===== src/rtl/spi_response_arbiter.sv =====
// Return-path scheduler for the SPI minion. It round-robin arbitrates the component
// response streams and registers {source index, data} toward the push-pull adapter.
module spi_response_arbiter #(
  parameter int nbits      = 4,
  parameter int num_inputs = 2,
  parameter int addr_nbits = (num_inputs > 1) ? $clog2(num_inputs) : 1
) (
  input  logic                        clk,
  input  logic                        reset,
  input  logic [nbits-1:0]            recv_msg [num_inputs],
  input  logic [num_inputs-1:0]       recv_val,
  output logic [num_inputs-1:0]       recv_rdy,
  output logic [addr_nbits+nbits-1:0] send_msg,
  output logic                        send_val,
  input  logic                        send_rdy
);

  localparam int AW1 = addr_nbits + 1;
  localparam logic [addr_nbits:0] NUM_W = AW1'(num_inputs);

  logic                        out_full_r;
  logic [addr_nbits+nbits-1:0] data_r;
  logic [addr_nbits-1:0]       ptr_r;

  logic                  can_accept_s;
  logic                  found_s;
  logic                  accept_s;
  logic [num_inputs-1:0] win_s;
  logic [addr_nbits-1:0] win_idx_s;
  logic [nbits-1:0]      win_msg_s;
  logic [addr_nbits:0]   cand_s;
  logic [addr_nbits:0]   inc_s;
  logic [addr_nbits-1:0] ptr_nxt_s;

  // Round-robin scan starting at ptr, wrapping at num_inputs rather than at a power of two
  always_comb begin
    win_s     = {num_inputs{1'b0}};
    win_idx_s = {addr_nbits{1'b0}};
    win_msg_s = {nbits{1'b0}};
    found_s   = 1'b0;
    cand_s    = {AW1{1'b0}};
    for (int k = 0; k < num_inputs; k++) begin
      cand_s = {1'b0, ptr_r} + AW1'(k);
      if (cand_s >= NUM_W) begin
        cand_s = cand_s - NUM_W;
      end else begin
        cand_s = cand_s;
      end
      if (!found_s && recv_val[cand_s[addr_nbits-1:0]]) begin
        found_s   = 1'b1;
        win_idx_s = cand_s[addr_nbits-1:0];
        win_msg_s = recv_msg[cand_s[addr_nbits-1:0]];
        win_s[cand_s[addr_nbits-1:0]] = 1'b1;
      end else begin
        found_s = found_s;
      end
    end
  end

  // Handshake qualification and next pointer; a draining packet frees the slot this cycle
  always_comb begin
    can_accept_s = !out_full_r || send_rdy;
    accept_s     = found_s && can_accept_s;
    recv_rdy     = win_s & {num_inputs{can_accept_s}};
    inc_s        = {1'b0, win_idx_s} + AW1'(1);
    if (inc_s == NUM_W) begin
      ptr_nxt_s = {addr_nbits{1'b0}};
    end else begin
      ptr_nxt_s = inc_s[addr_nbits-1:0];
    end
  end

  // Output register, full flag and priority pointer
  always_ff @(posedge clk or negedge reset) begin
    if (!reset) begin
      out_full_r <= 1'b0;
      data_r     <= {(addr_nbits+nbits){1'b0}};
      ptr_r      <= {addr_nbits{1'b0}};
    end else if (accept_s) begin
      out_full_r <= 1'b1;
      data_r     <= {win_idx_s, win_msg_s};
      ptr_r      <= ptr_nxt_s;
    end else if (send_rdy) begin
      out_full_r <= 1'b0;
    end else begin
      out_full_r <= out_full_r;
    end
  end

  assign send_val = out_full_r;
  assign send_msg = data_r;

endmodule


===== config.mk =====
export PLATFORM = sky130hd
export DESIGN_NAME = spi_response_arbiter
export DESIGN_NICKNAME = d
export VERILOG_FILES = /design/src/rtl/spi_response_arbiter.sv
export SDC_FILE = /design/constraint.sdc
export NUM_CORES = 1
export LEC_CHECK = 0
export CAP_MARGIN = 10
export CORE_MARGIN = 2
export CORE_UTILIZATION = 25
export CTS_CLUSTER_DIAMETER = 120
export CTS_CLUSTER_SIZE = 20
export DETAILED_ROUTE_END_ITERATION = 16
export DONT_BUFFER_PORTS = 1
export PLACE_DENSITY = 0.47
export SETUP_SLACK_MARGIN = 0.2
export SYNTH_ARGS = -nofsm -noshare
export SYNTH_HDL_FRONTEND = slang
export SYNTH_SLANG_ARGS = --single-unit

===== constraint.sdc =====
create_clock -name clk -period 1.15 [get_ports clk]
set_input_delay 0.115 -clock clk [delete_from_list [all_inputs] [get_ports clk]]
set_output_delay 0.115 -clock clk [all_outputs]
set_load 0.005 [all_outputs]

==> key figures, run 1 <==
STA
  – Setup TNS: 0 ps
  – Max Clk Rate: 885 MHz
  – # setup viols final: 0
  – Post-route minimum period: around 1100 ps
  – Max Slew Vio Count: 0
  – Final period utilization: between 90% and 100%
  – Relative slew slack: between 70% and 80%
  – RSZ-0062 raised after global routing: yes
  – Final clock skew: 11.7 ps
  – Final Hold Vio Count: 0
  – Worst setup margin: 20.2 ps
  – Worst-margin pin slew: 335 ps

Finish
  – Antenna diode count: 0
  – Area Growth Syn to Fin: 29.6%
  – Most common cell after layout, fill and taps aside: a21oi_1
  – FILL cells: 131
  – Sequential Area: 175 um^2
  – Multi-input logic area: 178 um^2
  – Most frequent cells in the layout: 9 x a21oi_1, 7 x dfrtp_1, 4 x a32oi_1
  – Total Nets Final: 54
  – Fraction of layout cells with a size suffix above 1: roughly 30%

GRT
  – Pin count of the biggest net entering global routing: 9
  – Initial antenna violation count: 0
  – Vias in the first global route: 296
  – Total GRT Usage: 12.8%
  – Total grt overflow: 0
  – First-pass GRT wire length: 1.28 mm

Clocking
  – Root buffer cell: clkbuf_4
  – Clk slew on worst S/H paths: 60 ps
  – CTS tree: built
  – TritonCTS buffer count: 3
  – Max clock buf depth: 2
  – Clock Latency Late Sink: 260 ps
  – CTS Sinks: 7
  – CTS H-Tree Depth: 1

Floorplanning
  – Die X: 41.0 um
  – Die height: 41.0 um
  – I/O Pins: 21
  – Num rows: 13
  – CORE AREA: 0.00128 mm^2
  – Initial Util: between 20% and 30%
  – Total die area: between 0.0015 and 0.002 mm^2

Logic synthesis
  – Register area share after synthesis: around 51%
  – Mapped cell area: 343 um^2
  – Mapped Nets: between 40 and 50
  – YS warnings: 0
  – Yosys reg bits: 7
  – Syn Inst Count: 33
  – Syn_area_per_cell: 10.4 um^2
  – Yosys cell types: 14

Route
  – Initial DRT Pass Iterations: 3
  – Vias/cell: about 5.4
  – ANT nets after route: 0
  – Total wire length: 909 um
  – 1st-iter DRT viols: 5
  – Post-route DRC violation count: 0
  – Drt wl/cell: 16.5 um
  – Via Count: 299

Placement
  – Port Buffers: 0
  – Placer congestion estimate: between 0.7 and 0.8
  – Setup Slack @ Placement: 121 ps
  – DP HPWL: 676 um

Worst setup path
  – Startpoint types: flop
  – Crit-path max FO: 5
  – CP Class: reg -> out
  – Crit path DAT: around 1000 ps
  – Worst Path Required: 1030 ps
  – Setup crit end kind: output port

Pwr
  – Peak supply drop: 0.000618 V
  – PwrDens: 1530 mW/mm^2
  – Leak Pwr: roughly 0.19 nW

Status
  – Outcome: complete, no violations

Hold path
  – Hold crit path type: in -> reg

Job
  – Max cap viols: 0
-- cells in the mapped netlist, drive strengths merged --
master / instances / share of area [%]
or2: 1 / 1.8
a32oi: 4 / 10
nand2: 1 / 1.1
dfrtp: 7 / 51
a21o: 1 / 2.2
buf: 2 / 4.7
a21oi: 9 / 13
a21boi: 1 / 2.2
and2: 2 / 4.4
a31oi: 1 / 1.8
and3: 1 / 1.8
nand2b: 3 / 5.5
-- logic make-up (layout without fill, tap and decap cells) --
kind of cell / after synthesis / count (layout) / synth area share [%]
flip-flops: 7 / 7 / 51.1
AO/OA/AOI/OAI: 16 / 16 / 29.6
AND/OR/NAND/NOR: 8 / 8 / 14.6
buffers and inverters: 2 / 9 / 4.74
-- final cells by class --
type | instances | share of cell area, %
clock buffers | 4 | 5.92
multi-input cells | 24 | 40.0
flip-flops and latches | 7 | 39.4
well taps | 15 | 4.23
repair buffers | 5 | 10.4
-- stage by stage --
step           util, %  hold slack (ps)  instances  power (mW)  cell area [um^2]
2_1_floorplan        -             -181         33       0.407               358
3_3_place_gp      29.0             -180         48       0.426               373
3_5_place_dp      29.0             -180         48       0.429               373
4_1_cts           33.7             25.6         55       0.685               433
5_1_grt           34.6             38.0         55       0.726               444
6_report          34.6             29.4         55       0.679               444
-- critical path: stages (launching register included) --
cell and delay (ps):
dfrtp_1 400, nand2b_4 170, and3_4 190
-- final timing paths --
check | from | cells past startpoint | end | slack, ps
worst max register to register | flop | 3 | send_msg[2]$_DFFE_PN0P_ | 100
min in group asynchronous | reset | 1 | send_val$_DFFE_PN0P_ | 190
worst min register to register | send_msg[4]$_DFFE_PN0P_ | 1 | send_msg[4]$_DFFE_PN0P_ | 510
worst min-delay path | recv_val[0] | 2 | send_msg[4]$_DFFE_PN0P_ | 30
worst max-delay path | flop | 2 | recv_rdy[1] | 20
max in group asynchronous | reset | 1 | send_msg[3]$_DFFE_PN0P_ | 700
-- per-layer routing --
layer  wire length [um]  global-route usage (%)  part of all wire (%)
met2                463                    19.9                    51
met1                337                    12.3                    37
met5                  0                       0                     0
met4                  0                    5.00                     0
met3                108                    10.3                    12
-- report_power, final --
| part | switching [mW] | internal (mW) | leakage (nW) |
|---|---|---|---|
| logic | 0.0573 | 0.0714 | 0.0922 |
| clock network | 0.0972 | 0.133 | 0.0150 |
| registers | 0.0345 | 0.286 | 0.0787 |
| total | 0.189 | 0.490 | 0.186 |
-- repair_timing --
action,in CTS,in global routing
hold buffers,2,0
setup endpoints to repair,8,7
resized for setup,2,3
pin swaps,3,1
endpoints found under the hold margin,8,0
setup buffers,1,0
(Power assumes the default switching activity.)
==> run 2: changes to the inputs <==
Settings changed: ABC_AREA set to 1, CORE_ASPECT_RATIO set to 1.1, PLACE_DENSITY 0.47 to 0.49.
Clock period 1.15 ns to 1 ns, I/O delays scaled along.
==> key figures, run 2 <==
Status
  – Outcome: finished with violations
  – Violated checks: setup timing

Route
  – 1st-iter DRT viols: 11 (+6)
  – Post-route DRC violation count: 0 (unchanged)
  – Initial DRT Pass Iterations: 2 (-1)
  – Vias/cell: 4.10 (-25%)
  – Via Count: 517 (+73%)
  – Drt wl/cell: 9.17 um (-45%)
  – ANT nets after route: 0 (unchanged)
  – Total wire length: 1.16 mm (+27%)

Logic synthesis
  – Yosys cell types: 13 (-1)
  – Most frequent cell after synthesis: nand2_1
  – Syn_area_per_cell: 6.21 um^2 (-40%)
  – Most frequent cells after synthesis: 38 x nand2_1, 18 x nor2_1, 7 x dfrtp_1
  – Register area share after synthesis: 34.4% (-17 points)
  – Synth area leaders: dfrtp_1 34%, nand2_1 28%, nor2_1 13%
  – Ys flop type: dfrtp_1
  – Mapped cell area: 509 um^2 (+49%)
  – Mapped Nets: 95 (+110%)
  – Leading area contributor after synthesis: dfrtp_1
  – Yosys reg bits: 7 (unchanged)
  – Syn Inst Count: 82 (+150%)
  – Yosys top cell area share: 34.4% (-17 points)
  – Synth async-reset ratio: 100% (unchanged)
  – YS warnings: 0 (unchanged)
  – EDFF count, synth: 0 (unchanged)

Clocking
  – CTS Sinks: 7 (unchanged)
  – Clock Latency Late Sink: 250 ps (about the same)
  – TritonCTS buffer count: 3 (unchanged)
  – CTS tree: built
  – Clk slew on worst S/H paths: 60 ps (about the same)
  – CTS H-Tree Depth: 1 (unchanged)
  – Root buffer cell: clkbuf_4
  – CTS Hold Bufs: 2 (unchanged)
  – Max clock buf depth: 2 (unchanged)

STA
  – Max Slew Vio Count: 0 (unchanged)
  – Final Hold Vio Count: 0 (unchanged)
  – Post-route minimum period: 1260 ps
  – Setup TNS: -1440 ps (-1440 ps)
  – # setup viols final: 8 (+8)
  – Worst-margin pin slew: 340 ps (+5.06 ps)
  – Final period utilization: 126%
  – Max Clk Rate: 791 MHz
  – RSZ-0062 raised after global routing: yes
  – Relative slew slack: 77.2% (-0.34 points)
  – Final clock skew: 8.60 ps (-3.14 ps)
  – Worst setup margin: -264 ps (-284 ps)

Job
  – Max cap viols: 0 (unchanged)

Pwr
  – Clk pwr share: 25.7% (-8.2 points)
  – Design internal power: 0.663 mW (+35%)
  – Leak Pwr: 0.371 nW (+100%)
  – Total power draw: 0.995 mW (+46%)
  – Flop pwr share: 37.2% (-10 points)
  – Combinational share of power: 37.0% (+18 points)
  – PwrDens: 1380 mW/mm^2 (-9.9%)
  – Switching share of total power: 33.3% (+5.5 points)
  – Peak supply drop: 0.000413 V (-33%)
  – Switch Pwr: 0.331 mW (+75%)

Finish
  – Most common cell after layout, fill and taps aside: nand2_1
  – Area Growth Syn to Fin: 41.8%
  – Sequential Area: 175 um^2 (unchanged)
  – FILL cells: 213 (+63%)
  – Most frequent cells in the layout: 36 x nand2_1, 14 x nor2_1, 7 x dfrtp_1, 7 x buf_4
  – Total Nets Final: 112 (+110%)
  – Fraction of layout cells with a size suffix above 1: 30.6% (+0.61 points)
  – Antenna diode count: 0 (unchanged)
  – Multi-input logic area: 323 um^2 (+82%)
  – Util after Layout: 36.9% (+2.3 points)

GRT
  – Vias in the first global route: 473 (+60%)
  – Total GRT Usage: 10.8% (-2.0 points)
  – First-pass GRT wire length: 1.86 mm (+45%)
  – Total grt overflow: 0 (unchanged)
  – Pin count of the biggest net entering global routing: 12 (+3)
  – Initial antenna violation count: 0 (unchanged)

Floorplanning
  – Num rows: 17 (+4)
  – Total die area: 0.00241 mm^2 (+43%)
  – I/O Pins: 21 (unchanged)
  – CORE AREA: 0.00196 mm^2 (+52%)
  – Initial Util: 26.0% (-0.66 points)
  – Die X: 47.0 um (+15%)
  – Die height: 51.3 um (+25%)

Worst setup path
  – Worst Path Required: 900 ps (-130 ps)
  – CP Class: reg -> out
  – Crit-path slowest cell: dfrtp_1
  – WP buf/inv: 3 (+3)
  – Setup crit end kind: output port
  – Crit path DAT: 1160 ps (+150 ps)
  – Worst path max stage delay: 380 ps (-20 ps)
  – Critical path's top delay family: flip-flops
  – Startpoint types: flop
  – Crit-path max FO: 2 (-3)
  – Worst-path cell chain: inv_2 -> nor2_4 -> buf_12 -> nor3b_4 -> buf_4

Placement
  – Setup Slack @ Placement: -92.2 ps (-213 ps)
  – Port Buffers: 0 (unchanged)
  – Placer congestion estimate: 0.720 (-7.9%)
  – DP HPWL: 944 um (+39%)

Hold path
  – Hold crit path type: in -> reg
-- run 2: through the flow --
stage / std cells / hold WS (ps) / cell area (um^2)
2_1_floorplan: 82 / -196 / 529
3_3_place_gp: 115 / -195 / 607
3_5_place_dp: 115 / -195 / 607
4_1_cts: 125 / -15.2 / 701
5_1_grt: 126 / -10.5 / 722
6_report: 126 / 9.91 / 722
-- run 2: metal layers --
metal	routed length [um]	GRT usage [%]	share of wire (%)	vias to the layer above
met3	49	1.77	4.2	2
met5	0	0	0	-
met2	596	17.4	52	12
li1	-	-	-	273
met1	490	12.8	42	230
met4	19	6.94	1.6	0
-- run 2: layout make-up --
| class | instances | area share (%) |
|---|---|---|
| Multi-Input combinational cell | 67 | 44.7 |
| Clock buffer | 4 | 3.64 |
| Sequential cell | 7 | 24.3 |
| Timing Repair Buffer | 14 | 19.1 |
| Tap cell | 28 | 4.85 |
| Inverter | 6 | 3.47 |
-- run 2: cell families after synthesis --
logic type             Yosys count  synth area share, %
AOI/OAI and AO/OA                3                 3.44
and+or+nand+nor                 64                 53.3
DFF                              7                 34.4
buffers and inverters            8                 8.84
-- run 2: path summary, 6_finish.rpt --
path	startpoint	to	slack [ps]	cells after the start
setup / recovery	send_val$_DFFE_PN0P_	recv_rdy[1]	-260	5
hold / removal	recv_val[0]	flop	10	2
setup reg to reg	send_val$_DFFE_PN0P_	send_msg[4]$_DFFE_PN0P_	-230	7
hold reg to reg	send_msg[4]$_DFFE_PN0P_	send_msg[4]$_DFFE_PN0P_	500	1
max in group asynchronous	reset	send_msg[3]$_DFFE_PN0P_	560	1
min in group asynchronous	reset	send_msg[4]$_DFFE_PN0P_	180	1
-- run 2: timing repair --
| action | 4_1_cts | 5_1_grt |
|---|---|---|
| endpoints found under the setup margin | 10 | 10 |
| resized for setup | 5 | 5 |
| endpoints found under the hold margin | 9 | 1 |
| pin swaps | 10 | 7 |
| buffers inserted | 4 | 1 |
-- run 2: worst register-to-register path, stage by stage (launching register included) --
cell and delay [ps]:
dfrtp_1 380, inv_2 70, nor2_4 40, buf_4 130, nor2_4 210, buf_6 130
inv_1 30, a21o_1 140
-- run 2: power by group through the flow --
| stage | clock [mW] | sequential, mW | combinational (mW) |
|---|---|---|---|
| 3_3_place_gp | 0 | 0.376 | 0.304 |
| 2_1_floorplan | 0 | 0.370 | 0.246 |
| 5_1_grt | 0.295 | 0.379 | 0.417 |
| 4_1_cts | 0.272 | 0.373 | 0.353 |
| 6_report | 0.256 | 0.370 | 0.368 |
| 3_5_place_dp | 0 | 0.376 | 0.305 |
